<file path="src/rtl/timer_pkg.sv">
// Shared encodings and default time parameters for the anti-theft countdown timer.
package timer_pkg;

  localparam int unsigned VAL_W       = 4;
  localparam int unsigned T_ARM_DELAY = 6;
  localparam int unsigned T_DRIVER    = 8;
  localparam int unsigned T_PASS      = 15;
  localparam int unsigned T_ALARM_ON  = 10;

  typedef enum logic [1:0] {
    IV_ARM_DELAY = 2'b00,
    IV_DRIVER    = 2'b01,
    IV_PASS      = 2'b10,
    IV_ALARM_ON  = 2'b11
  } interval_e;

  typedef enum logic {
    IDLE = 1'b0,
    RUN  = 1'b1
  } timer_state_e;

endpackage

</file>
<file path="src/rtl/sec_prescaler.sv">
// Divides the system clock into a one-cycle tick every CLK_HZ enabled cycles.
module sec_prescaler #(
  parameter int unsigned CLK_HZ = 50_000_000
) (
  input  logic clk,
  input  logic reset_n,
  input  logic clear,
  input  logic enable,
  output logic tick
);

  localparam int unsigned CNT_W = (CLK_HZ > 1) ? $clog2(CLK_HZ) : 1;
  localparam logic [CNT_W-1:0] LAST = CNT_W'(CLK_HZ - 1);

  logic [CNT_W-1:0] cnt;

  always_ff @(posedge clk or negedge reset_n) begin
    if (!reset_n) begin
      cnt <= '0;
    end else if (clear) begin
      cnt <= '0;
    end else if (enable) begin
      cnt <= (cnt == LAST) ? '0 : cnt + 1'b1;
    end
  end

  // Combinational so the owner acts on the same edge the counter wraps.
  assign tick = enable && (cnt == LAST);

endmodule

</file>
<file path="src/rtl/alarm_timer_ctrl.sv">
// Programmable seconds countdown with a reprogrammable 4-entry parameter table.
module alarm_timer_ctrl #(
  parameter int unsigned CLK_HZ      = 50_000_000,
  parameter int unsigned VAL_W       = timer_pkg::VAL_W,
  parameter int unsigned T_ARM_DELAY = timer_pkg::T_ARM_DELAY,
  parameter int unsigned T_DRIVER    = timer_pkg::T_DRIVER,
  parameter int unsigned T_PASS      = timer_pkg::T_PASS,
  parameter int unsigned T_ALARM_ON  = timer_pkg::T_ALARM_ON
) (
  input  logic             clk,
  input  logic             reset_n,
  input  logic [1:0]       interval,
  input  logic             start_timer,
  input  logic             reprogram,
  input  logic [1:0]       param_sel,
  input  logic [VAL_W-1:0] param_val,
  output logic             expired,
  output logic             busy,
  output logic [VAL_W-1:0] remaining
);

  import timer_pkg::*;

  timer_state_e     state;
  logic [VAL_W-1:0] param_tbl [4];
  logic             tick;

  sec_prescaler #(
    .CLK_HZ (CLK_HZ)
  ) u_prescaler (
    .clk     (clk),
    .reset_n (reset_n),
    .clear   (start_timer),
    .enable  (state == RUN),
    .tick    (tick)
  );

  always_ff @(posedge clk or negedge reset_n) begin
    if (!reset_n) begin
      state                   <= IDLE;
      busy                    <= 1'b0;
      expired                 <= 1'b0;
      remaining               <= '0;
      param_tbl[IV_ARM_DELAY] <= VAL_W'(T_ARM_DELAY);
      param_tbl[IV_DRIVER]    <= VAL_W'(T_DRIVER);
      param_tbl[IV_PASS]      <= VAL_W'(T_PASS);
      param_tbl[IV_ALARM_ON]  <= VAL_W'(T_ALARM_ON);
    end else begin
      expired <= 1'b0;

      // A same-edge load reads the pre-write table value.
      if (reprogram && (param_val != '0)) begin
        param_tbl[param_sel] <= param_val;
      end

      case (state)
        IDLE: begin
          if (start_timer) begin
            state     <= RUN;
            busy      <= 1'b1;
            remaining <= param_tbl[interval];
          end
        end
        RUN: begin
          if (start_timer) begin
            remaining <= param_tbl[interval];
          end else if (tick) begin
            if (remaining > VAL_W'(1)) begin
              remaining <= remaining - 1'b1;
            end else begin
              remaining <= '0;
              busy      <= 1'b0;
              expired   <= 1'b1;
              state     <= IDLE;
            end
          end
        end
        default: state <= IDLE;
      endcase
    end
  end

endmodule

</file>
<file path="config.mk">
export PLATFORM = sky130hd
export DESIGN_NAME = alarm_timer_ctrl
export DESIGN_NICKNAME = d
export VERILOG_FILES = /design/src/rtl/timer_pkg.sv /design/src/rtl/sec_prescaler.sv /design/src/rtl/alarm_timer_ctrl.sv
export SDC_FILE = /design/constraint.sdc
export NUM_CORES = 1
export LEC_CHECK = 0
export ABC_AREA = 1
export BUFFER_PORTS_ARGS = -buffer_cell sky130_fd_sc_hd__buf_4
export CAP_MARGIN = 20
export CORE_UTILIZATION = 35
export DETAILED_ROUTE_END_ITERATION = 12
export PLACE_DENSITY = 0.61
export SLEW_MARGIN = 20
export SYNTH_ARGS = -nofsm -noshare
export SYNTH_HDL_FRONTEND = slang
export SYNTH_HIERARCHICAL = 1
export SYNTH_SLANG_ARGS = --single-unit
</file>
<file path="constraint.sdc">
create_clock -name clk -period 3.55 [get_ports clk]
set_clock_uncertainty 0.2 [all_clocks]
set_input_delay 0.355 -clock clk [delete_from_list [all_inputs] [get_ports clk]]
set_output_delay 0.355 -clock clk [all_outputs]
set_load 0.02 [all_outputs]
</file>
==> flow_summary.toml <==
[outcome]
result_of_the_run = "completed"

[detailed_routing]
route.met2.wl_mm = 2.87
ant_nets = 0
met3_wirelength_um = 142
wl_mm = 6.28
vias = 2545
drt-wirelength-per-cell_um = 11.4
vias_per_cell = 4.62
met1_routed_wirelength_after_detailed_routing_mm = 3.19
first_pass_iters = 4
drt_drc_violations_left = 0
topRoutingLayerUsed = "met4"
drt_first_iter_violations = 87

[sta]
worst_slew_pin_slew_ns = 0.821
maxSlewHeadroom_pct = 44.9
slew_viol_final = 0
fin_crit_sh_pct = 66.0
setup_viol_count_final = 0
rsz0062_at_grt = "false"
totalNegativeSetupSlack_ns = 0
count_of_endpoints_failing_hold_in_the_final_timing_report = 0
timing.final.crit_period_ns = 2.34
max_clock_freq_mhz = 427

[setup_path]
worst_setup_path_endpoint = "remaining[2]"
critical-path-slowest-cell = "sky130_fd_sc_hd__dfrtp_1"
critical-path-max-stage-delay_ns = 0.40
rrSetupSlack_ns = 1.21
regToRegStartpoint = "u_prescaler/cnt[1]"
timing.rr.end = "remaining[2]"
number_of_buffers_and_inverters_on_the_critical_path = 2
worst-setup-path-type = "reg -> reg"
worstPathRequired_ns = 3.55
worst_r2r_path_depth = 12
critical_path_depth = 12
worstPathCellList = "ha_1 > nand2_1 > nor2_4 > nand2_1 > nor2_2 > nand2_2 > nor2_1 > inv_1 > a21oi_1 > inv_1 > nor2_1 > a21oi_1"
arrival_ns = 2.34
crit_start = "u_prescaler/cnt[1]"
cpLargestDelayFamily = "simple AND/OR/NAND/NOR gates"
timing.critical_path.to_type = "flip-flop"
setup.worst_path.start_class = "flip-flop"
crit_fanout = 5

[placement]
finalWeightedCongestion = 0.873
postPlaceCellArea_um2 = 3190
hpwlAfterDp_mm = 4.70
place_inst = 542
portBuffers = 17

[die]
design.core.area_um2 = 8220
initial_utilization_pct = 36.3
ios = 18
die_h_um = 94.3
rows = 33
width_of_the_die_um = 94.3
floorplan.die_area_um2 = 8900

[cts]
worst_skew_pair.late_latency_ns = 0.30
clk_root_buffer_cell = "sky130_fd_sc_hd__clkbuf_8"
cts_tree = "done"
cts.repair_timing.setup_buffer_count = 0
cts_made_buffers = 5
clock_transition_time_at_the_flip_flop_clock_pins_of_the_worst_setup_and_hold_paths_ns = 0.09
clock_sinks = 49
cts_repair_resize_count = 0
clock_path_buffers = 2
ctsHtreeMaxLevel = 2

[finish]
final_util_pct = 40.3
flow.area_growth_from_synthesis_pct = 11.0
layout.cell_area.non_filler_um2 = 3310
footprint_of_the_flip_flops_and_latches_um2 = 1240
area_of_combinational_cells_with_multiple_inputs_um2 = 1460
drive_gt1_share_pct = 14.1
fin_nets = 462
post_layout_nonfiller_instances = 551
nFillCells = 862
antenna_cells = 0

[hold_path]
timing.hold.worst.class = "in -> reg"

[synthesis]
synth_top_cell_by_area = "sky130_fd_sc_hd__dfrtp_1"
netlist_area_um2 = 2980
leading_post_synthesis_cells_by_cell_area = "sky130_fd_sc_hd__dfrtp_1 (34%), sky130_fd_sc_hd__nand2_1 (17%), sky130_fd_sc_hd__nand3_1 (8.7%), sky130_fd_sc_hd__dfstp_2 (7.9%), sky130_fd_sc_hd__inv_1 (7.3%)"
yosys.cell_types.count = 29
synthesis.area_per_instance_um2 = 7.00
synthesized_nets = 443
yosys.area.top_type_share_pct = 33.5
synthCells = 426
synth_seq_area_share_pct = 41.5
yosys_reg_bits = 49
synth.yosys.warnings = 6

[power]
power_report.internal_total_mw = 0.926
p_leak_nw = 1.57
irDropWorstVdd_mv = 0.148
p_seq_share_pct = 51.3
p_comb_share_pct = 17.7
switching_power_mw = 0.380
cellPowerDensity_nw_per_um2 = 394
clkPwrFrac_pct = 31.0
power.share.switching_pct = 29.1

[run]
cap_viol_max_count = 0

[global_route]
grt_start_max_net_pins = 50
first_global_vias = 2348
antenna_found_initial = 0
gr-total-overflow = 0
groute.usage.overall_pct = 15.4
first_pass_grt_wire_length_mm = 11.1
## state kept, by name, indices dropped and copies added, names as in the netlist
register,count
remaining,4
expired,1
param_tbl,16
state,1
busy,1
u_prescaler/cnt,26
## cell usage in the layout, fill, tap and decap left out, drive strengths merged
cell type    synthesis  final
a21o                 1      1
nor2                72     72
dfstp                9      9
dlygate4sd3          0      1
o21ai                7      7
nor3                 3      3
a21boi               1      1
clkinv               1      2
xor2                 7      7
nand3               52     52
a2bb2oi              1      1
bufinv               0      1
or2                  1      1
buf                  5     17
a21oi                7      7
nand4               11     11
inv                 59     59
nand2              142    142
dfrtp               40     40
clkbuf               1      6
nor2b                1      1
ha                   5      5
## power by group through the flow
stage | Combinational, mW | Clock (mW) | Sequential [mW]
5_1_grt | 0.269 | 0.444 | 0.677
3_3_place_gp | 0.229 | 0 | 0.680
4_1_cts | 0.233 | 0.420 | 0.669
3_5_place_dp | 0.232 | 0 | 0.680
6_report | 0.231 | 0.405 | 0.669
2_1_floorplan | 0.155 | 0 | 0.680
## tightest hold or removal path: cells and delay by family
family	cells	cell delay (ns)
AND/OR/NAND/NOR	2	0.12
buffers and inverters	1	0.13
## cell families (layout without fill, tap and decap cells)
logic type / after synthesis / after routing / synth area share (%)
AOI/OAI and AO/OA: 17 / 17 / 3.27
DFF: 49 / 49 / 41.5
xor gates and xnor gates: 7 / 7 / 2.05
and+or+nand+nor: 282 / 282 / 41.6
adders and majority gates: 5 / 5 / 2.10
buffers and inverters: 66 / 86 / 9.48
## stage by stage
| stage | setup slack [ns] | hold WS [ns] | power (mW) |
|---|---|---|---|
| 4_1_cts | 1.24 | 0.0960 | 1.32 |
| 6_report | 1.21 | 0.105 | 1.31 |
| 3_3_place_gp | 1.26 | 0.217 | 0.908 |
| 2_1_floorplan | 1.57 | -0.141 | 0.835 |
| 3_5_place_dp | 1.26 | 0.228 | 0.911 |
| 5_1_grt | 0.969 | 0.100 | 1.39 |
## synthesized netlist by cell type
cell,number
sky130_fd_sc_hd__dfstp_2,9
sky130_fd_sc_hd__nor2_1,56
sky130_fd_sc_hd__or2_2,1
sky130_fd_sc_hd__nand2_2,8
sky130_fd_sc_hd__buf_12,1
sky130_fd_sc_hd__inv_2,1
sky130_fd_sc_hd__nor2_2,14
sky130_fd_sc_hd__a2bb2oi_1,1
sky130_fd_sc_hd__clkinv_4,1
sky130_fd_sc_hd__nand4_1,11
sky130_fd_sc_hd__xor2_1,7
sky130_fd_sc_hd__buf_6,1
sky130_fd_sc_hd__a21o_1,1
sky130_fd_sc_hd__nor2b_1,1
sky130_fd_sc_hd__buf_2,2
sky130_fd_sc_hd__ha_1,5
sky130_fd_sc_hd__inv_1,58
sky130_fd_sc_hd__nand2_1,133
sky130_fd_sc_hd__nor3_2,1
sky130_fd_sc_hd__a21boi_2,1
sky130_fd_sc_hd__o21ai_0,7
sky130_fd_sc_hd__nand3_1,52
sky130_fd_sc_hd__a21oi_1,7
sky130_fd_sc_hd__nor2_4,2
sky130_fd_sc_hd__nor3_1,2
sky130_fd_sc_hd__nand2_4,1
sky130_fd_sc_hd__dfrtp_1,40
sky130_fd_sc_hd__buf_4,1
sky130_fd_sc_hd__clkbuf_1,1
## what timing repair did
action / CTS / global route
hold buffers: 1 / 0
endpoints found under the setup margin: 0 / 0
hold endpoints to repair: 40 / 0
## final cells by class
class                      instances  share of cell area [%]
clock inverter                     2                    1.17
sequential                        49                    37.4
multi-input combinational        311                    44.2
clock buffer                       6                    2.19
timing repair buffer              18                    4.16
tap                              105                    3.97
inverter                          60                    6.95
## layer usage
| layer | up-vias | GRT usage, % |
|---|---|---|
| met4 | 0 | 4.87 |
| li1 | 1359 | - |
| met5 | - | 0 |
| met1 | 1145 | 21.7 |
| met2 | 36 | 24.6 |
| met3 | 5 | 1.85 |
## worst min path at each step
stage / slack [ns] / endpoint / cells after the start / start
2_1_floorplan: -0.14 / busy / 0 / reset_n
3_3_place_gp: 0.22 / u_prescaler/cnt[7] / 1 / reset_n
3_5_place_dp: 0.23 / u_prescaler/cnt[7] / 1 / reset_n
4_1_cts: 0.1 / param_tbl[5] / 3 / param_val[1]
5_1_grt: 0.10 / param_tbl[5] / 3 / param_val[1]
6_report: 0.10 / param_tbl[5] / 3 / param_val[1]
(Power assumes the default switching activity.)
